[src/rtl/alu_arbiter.sv]
// alu_arbiter: round-robin sharing of one ALU control unit between two requesters.
// Optional watchdog is compiled in when ALU_ARB_TIMEOUT_EN is defined.
module alu_arbiter #(
    parameter int unsigned DATA_W      = 8,
`ifdef ALU_ARB_TIMEOUT_EN
    parameter int unsigned TIMEOUT_CYC = 64,
`endif
    parameter int unsigned RES_W       = 16
) (
    input  logic              clk,
    input  logic              rst,
    input  logic              req0,
    input  logic [1:0]        op0,
    input  logic [DATA_W-1:0] a0,
    input  logic [DATA_W-1:0] b0,
    input  logic              req1,
    input  logic [1:0]        op1,
    input  logic [DATA_W-1:0] a1,
    input  logic [DATA_W-1:0] b1,
    output logic              gnt0,
    output logic              gnt1,
    output logic              done0,
    output logic              done1,
    output logic [RES_W-1:0]  result,
    output logic              err,
    output logic              alu_start,
    output logic [1:0]        alu_sel,
    output logic [DATA_W-1:0] alu_a,
    output logic [DATA_W-1:0] alu_b,
    input  logic              alu_finish,
    input  logic [RES_W-1:0]  alu_result
);

    typedef enum logic [2:0] {
        S_IDLE,
        S_ISSUE,
        S_WAIT_BUSY,
        S_WAIT_DONE,
        S_RESP
    } state_e;

    state_e              state_q, state_d;
    logic                last_q, last_d;  // last-served requester, doubles as current owner
    logic [1:0]          sel_q, sel_d;
    logic [DATA_W-1:0]   a_q, a_d;
    logic [DATA_W-1:0]   b_q, b_d;
    logic [RES_W-1:0]    res_q, res_d;
    logic                win;
    logic                expired;

`ifdef ALU_ARB_TIMEOUT_EN
    localparam int unsigned CNT_W = $clog2(TIMEOUT_CYC + 1);
    logic [CNT_W-1:0]    cnt_q, cnt_d;
    logic                err_q, err_d;
    logic                waiting;
    logic                timeout_hit;

    // Leave on the edge at which the count would reach TIMEOUT_CYC.
    assign expired     = (cnt_q == CNT_W'(TIMEOUT_CYC - 1));
    assign waiting     = (state_q == S_WAIT_BUSY) || (state_q == S_WAIT_DONE);
    assign timeout_hit = expired &&
                         (((state_q == S_WAIT_BUSY) && alu_finish) ||
                          ((state_q == S_WAIT_DONE) && !alu_finish));

    always_comb begin
        cnt_d = cnt_q;
        err_d = err_q;
        if (state_q == S_ISSUE) begin
            cnt_d = '0;
        end else if (waiting) begin
            cnt_d = cnt_q + 1'b1;
            err_d = timeout_hit;
        end
    end

    always_ff @(posedge clk or posedge rst) begin
        if (rst) begin
            cnt_q <= '0;
            err_q <= 1'b0;
        end else begin
            cnt_q <= cnt_d;
            err_q <= err_d;
        end
    end

    assign err = (state_q == S_RESP) && err_q;
`else
    assign expired = 1'b0;
    assign err     = 1'b0;
`endif

    // Both requesting: the one not served last; otherwise whichever is asking.
    assign win = (req0 && req1) ? ~last_q : req1;

    always_comb begin
        state_d = state_q;
        last_d  = last_q;
        sel_d   = sel_q;
        a_d     = a_q;
        b_d     = b_q;
        res_d   = res_q;
        unique case (state_q)
            S_IDLE: begin
                if (req0 || req1) begin
                    last_d  = win;
                    sel_d   = win ? op1 : op0;
                    a_d     = win ? a1 : a0;
                    b_d     = win ? b1 : b0;
                    state_d = S_ISSUE;
                end
            end
            S_ISSUE: state_d = S_WAIT_BUSY;
            S_WAIT_BUSY: begin
                if (!alu_finish) begin
                    state_d = S_WAIT_DONE;
                end else if (expired) begin
                    res_d   = '0;
                    state_d = S_RESP;
                end
            end
            S_WAIT_DONE: begin
                if (alu_finish) begin
                    res_d   = alu_result;
                    state_d = S_RESP;
                end else if (expired) begin
                    res_d   = '0;
                    state_d = S_RESP;
                end
            end
            S_RESP:  state_d = S_IDLE;
            default: state_d = S_IDLE;
        endcase
    end

    always_ff @(posedge clk or posedge rst) begin
        if (rst) begin
            state_q <= S_IDLE;
            last_q  <= 1'b1;
            sel_q   <= '0;
            a_q     <= '0;
            b_q     <= '0;
            res_q   <= '0;
        end else begin
            state_q <= state_d;
            last_q  <= last_d;
            sel_q   <= sel_d;
            a_q     <= a_d;
            b_q     <= b_d;
            res_q   <= res_d;
        end
    end

    assign gnt0      = (state_q != S_IDLE) && !last_q;
    assign gnt1      = (state_q != S_IDLE) && last_q;
    assign done0     = (state_q == S_RESP) && !last_q;
    assign done1     = (state_q == S_RESP) && last_q;
    assign alu_start = (state_q == S_ISSUE);
    assign alu_sel   = sel_q;
    assign alu_a     = a_q;
    assign alu_b     = b_q;
    assign result    = res_q;

endmodule

[config.mk]
export PLATFORM = sky130hd
export DESIGN_NAME = alu_arbiter
export DESIGN_NICKNAME = d
export VERILOG_FILES = /design/src/rtl/alu_arbiter.sv
export SDC_FILE = /design/constraint.sdc
export NUM_CORES = 1
export LEC_CHECK = 0
export CELL_PAD_IN_SITES_DETAIL_PLACEMENT = 1
export CELL_PAD_IN_SITES_GLOBAL_PLACEMENT = 2
export CORE_AREA = 10 10 98 100
export DETAILED_ROUTE_END_ITERATION = 6
export DIE_AREA = 0 0 108 110
export PLACE_DENSITY = 0.79
export SYNTH_ARGS = -nofsm -noshare
export SYNTH_HDL_FRONTEND = slang
export SYNTH_SLANG_ARGS = --single-unit
[constraint.sdc]
create_clock -name clk -period 2.3 [get_ports clk]
set_clock_uncertainty 0.05 [all_clocks]
set_input_delay 0.46 -clock clk [delete_from_list [all_inputs] [get_ports clk]]
set_output_delay 0.46 -clock clk [all_outputs]
set_load 0.03 [all_outputs]
== Word level (Yosys, flattened, before mapping) ==
Cells that the tools add are included.

* Flip-flop bits (word level): 38
* Output and inout port bits: 40
* Memory bits (writable): 0
* Bits in latches: 0
* Bits in read-only memories: 0
* Input port bits: 57
* Memories: 0
* Logic and storage cells: 34

* Multiplexer cells: 8
* Multipliers: 0
* Add/subtract/negate cells: 0
* Shift operators: 0
* Equal/unequal tests: 7
* Reduce and logical (&&, ||, !) cells: 12
* Order comparisons: 0
* Divide/modulo/power cells: 0
* Bitwise gates (word level): 1

{| class="wikitable"
|+ Operator list
! operator !! count
|-
| $mux W8 || 2
|-
| $pmux W3 S4 || 1
|-
| $mux W3 || 3
|-
| $eq A3 B2 Y1 const B || 2
|-
| $ne A2 B2 Y1 const B || 3
|-
| $logic_and A1 B1 Y1 || 5
|-
| $reduce_and A2 Y1 || 2
|-
| $eq A3 B1 Y1 const B || 1
|-
| $eq A3 B3 Y1 const B || 1
|-
| $logic_not A3 Y1 || 1
|-
| $reduce_and A3 Y1 || 1
|-
| $reduce_bool A3 Y1 || 1
|-
| $mux W2 || 1
|-
| $logic_not A1 Y1 || 1
|-
| $logic_or A1 B1 Y1 || 1
|-
| $mux W1 || 1
|-
| $not A1 Y1 || 1
|}

== Depth between registers and ports, before layout ==
* Depth in word-level cells: 3
* Gate-level depth with buffers: 5
* Depth with buffers taken out: 3

== Least setup slack after synthesis ==
OpenSTA, ideal clock, no wires.

* Path kind: reg-to-output
* From: register state_q[2]
* To: output alu_start
* Cell stages (with the launch flop): 3
* Buffers on the path: 1
* Arrival time: 1.249 ns
* Setup slack: 0.541 ns
* Data required time: 1.790 ns
* Cell sequence: dfrtp_1 -> buf_2 -> nor3b_1

* Longest elaborated chain between the ends: 1

{| class="wikitable"
|+ Ends and longest elaborated chain
! what !! line !! text
|-
| start: declaration || 42 || <nowiki>state_e state_q, state_d;</nowiki>
|-
| start signal: assignment || 144 || <nowiki>state_q <= state_d;</nowiki>
|-
| $eq A3 B1 Y1 || 157 || <nowiki>assign alu_start = (state_q == S_ISSUE);</nowiki>
|-
| end: declaration || 26 || <nowiki>output logic alu_start,</nowiki>
|}

No other way between the ends.

== Final worst setup path ==
Ends and elaborated chain as after synthesis.

==> impl_metrics.ini <==
[grt]
track_usage_pct = 8.37
grt_pass1_vias = 1483
grt_pass1_wl_mm = 7.78
grt_max_degree = 39
grt-ovfl-total = 0
antenna_found_initial = 0

[layout]
syn_to_final_growth_pct = 61.7
final_util_pct = 39.3
finalNonFillerCells = 321
n_antenna_cell = 0
final_common_cell = clkdlybuf4s50_1
drive_above_1_share_pct = 32.4
final_cell_mix = clkdlybuf4s50_1 (91), dfrtp_1 (37), mux2_4 (28)
final_nets = 275

[critical_path]
rr_worst_depth = 4
cp.arrival_ns = 1.70
end_kind = output port
slowest_stage = clkdlybuf4s50_1
worst_ep_required_time_ns = 1.79
reg2reg_slack_ns = 0.72
critPathKind = register to output port
crit_chain = nor3b_1 -> clkdlybuf4s50_1
worstPathMaxFanout = 8
start_kind = register
r2r-start = last_q$_DFFE_PP1P_
cp_slowest_stage_delay_ns = 0.70
r2r-end = alu_b[6]$_DFFE_PP0P_

[run]
drv_cap = 0

[clocking]
htree_num_levels = 2
post_cts_buffers = 0
clk_latency_ns = 0.28
cts.sinks = 38
cts_root_buffer = clkbuf_8
cts_tree = yes
clock_path_buffers = 2
clkTransAtPathRegs_ns = 0.07
numCtsBuffers = 5

[outcome]
status = finished clean

[die]
core_area_mm2 = 0.00765
rows = 32
die_y_um = 110
initial_core_util_pct = 24.3
die_w_um = 108
io_pins = 97
die-area_mm2 = 0.0119

[placed_design]
place_inst = 313
pre_cts_slack_ns = 0.178
place_hpwl_mm = 4.20
port_buffers = 95
place.gp.congestion = 0.664

[routing]
vias = 1285
first_iter_violations = 33
wirelength_mm = 5.28
ant_nets = 0
dr.pass1.iters = 3
post_drt_wl_per_cell_um = 16.4
vias_per_cell = 4.00
drcViolationCount = 0

[sta]
finalSetupViolCount = 0
slew_viol_final = 0
finalHoldViolations = 0
min_period_ns = 2.21
finalSetupTns_ns = 0
fin_ws_ns = 0.0869
period_share_pct = 96.2
fmax_mhz = 452
rsz0062_at_grt = false

[yosys]
ys_seq_area_share_pct = 51.2
synthesis.area_mm2 = 0.00186
netlist_instances = 117
synth_fp_nets = 174
postSynthAreaPerCell_um2 = 15.9
async_flop_share_pct = 100
synth-main-ff-cell = dfrtp_1
ys_seq_elements = 38
synth_edf_count = 0
synth_cell_types = 21
synth_warnings = 0

[worst_hold_path]
hold_path_class = register to register
min_from = alu_b[1]$_DFFE_PP0P_
hold_end = alu_b[1]$_DFFE_PP0P_
whs_path_depth = 1

[power_and_ir_drop]
power.total_mw = 4.11
leakagePower_nw = 1.32
power.density_mw_per_mm2 = 1370
ir_drop_v = 0.000467
per-stage QoR:
stage               hold slack [ns]  instance area (um^2)
finish                        0.461                  3010
global route                  0.481                  3010
CTS                           0.466                  3000
detailed placement            0.444                  2910
global placement              0.439                  2910
floorplan                     0.506                  1860
area by class of cell:
cell class              count  area (um^2)
clock buffers               6         82.6
fillers                   818         4640
well taps                 102          128
clock inverters             2         12.5
inverters                   2         7.51
flip-flops and latches     38          952
multi-input cells          70          813
repair buffers            101         1010
routing by layer:
metal | global-route usage (%) | wire length [um]
met5 | 0 | 0
met4 | 3.24 | 76
met3 | 3.31 | 425
met2 | 14.5 | 2770
met1 | 9.02 | 2010
Yosys cell counts, types with 2 or more instances:
master	n	share of area [%]
inv_1	2	0.40
nor2_1	4	0.81
dfrtp_1	37	50
mux2_2	26	16
mux2_4	28	23
buf_6	2	1.2
buf_12	2	2.2
and3_1	2	0.67
nor3_1	2	0.54
kinds of logic (layout without fill, tap and decap cells):
logic type             after synthesis  in the layout  share of synthesized area, %
multiplexers                        54             54                          38.4
other                                1              1                         0.202
buffers and inverters                9            111                          5.25
AND/OR/NAND/NOR                     13             13                          4.17
flip-flops                          38             38                          51.2
AO/OA/AOI/OAI                        2              2                         0.808
registers in the layout, summed over array words and instances (netlist names):
signal   flops
state_q      3
alu_a        8
result      16
alu_b        8
alu_sel      2
last_q       1
worst max path at each step:
stage | cells after the start | slack (ns) | from | to
after floorplan | 2 | 0.54 | state_q[2]$_DFFE_PP0P_ | alu_start
after global placement | 5 | 0.20 | req1 | alu_b[2]$_DFFE_PP0P_
after detailed placement | 5 | 0.18 | req1 | alu_b[6]$_DFFE_PP0P_
after CTS | 2 | 0.05 | state_q[2]$_DFFE_PP0P_ | alu_start
after global routing | 2 | 0.006 | state_q[2]$_DFFE_PP0P_ | alu_start
final | 2 | 0.09 | state_q[2]$_DFFE_PP0P_ | alu_start
where the power goes:
group	internal [mW]	switching (mW)	leakage, nW	total (mW)
Clock	0.241	0.234	0.0472	0.475
Combinational	1.23	1.17	0.822	2.40
Sequential	1.02	0.221	0.449	1.24
timing repair:
| item | 4_1_cts | 5_1_grt |
|---|---|---|
| hold buffers | 0 | 0 |
| resized for setup | 2 | 2 |
| setup endpoints to repair | 2 | 2 |
critical path: cells and delay by family (launching register included):
family | cells | cell delay (ns)
buffers and inverters | 1 | 0.70
and+or+nand+nor | 1 | 0.24
DFF | 1 | 0.48
Note: power is estimated with default switching activity, not from simulation.
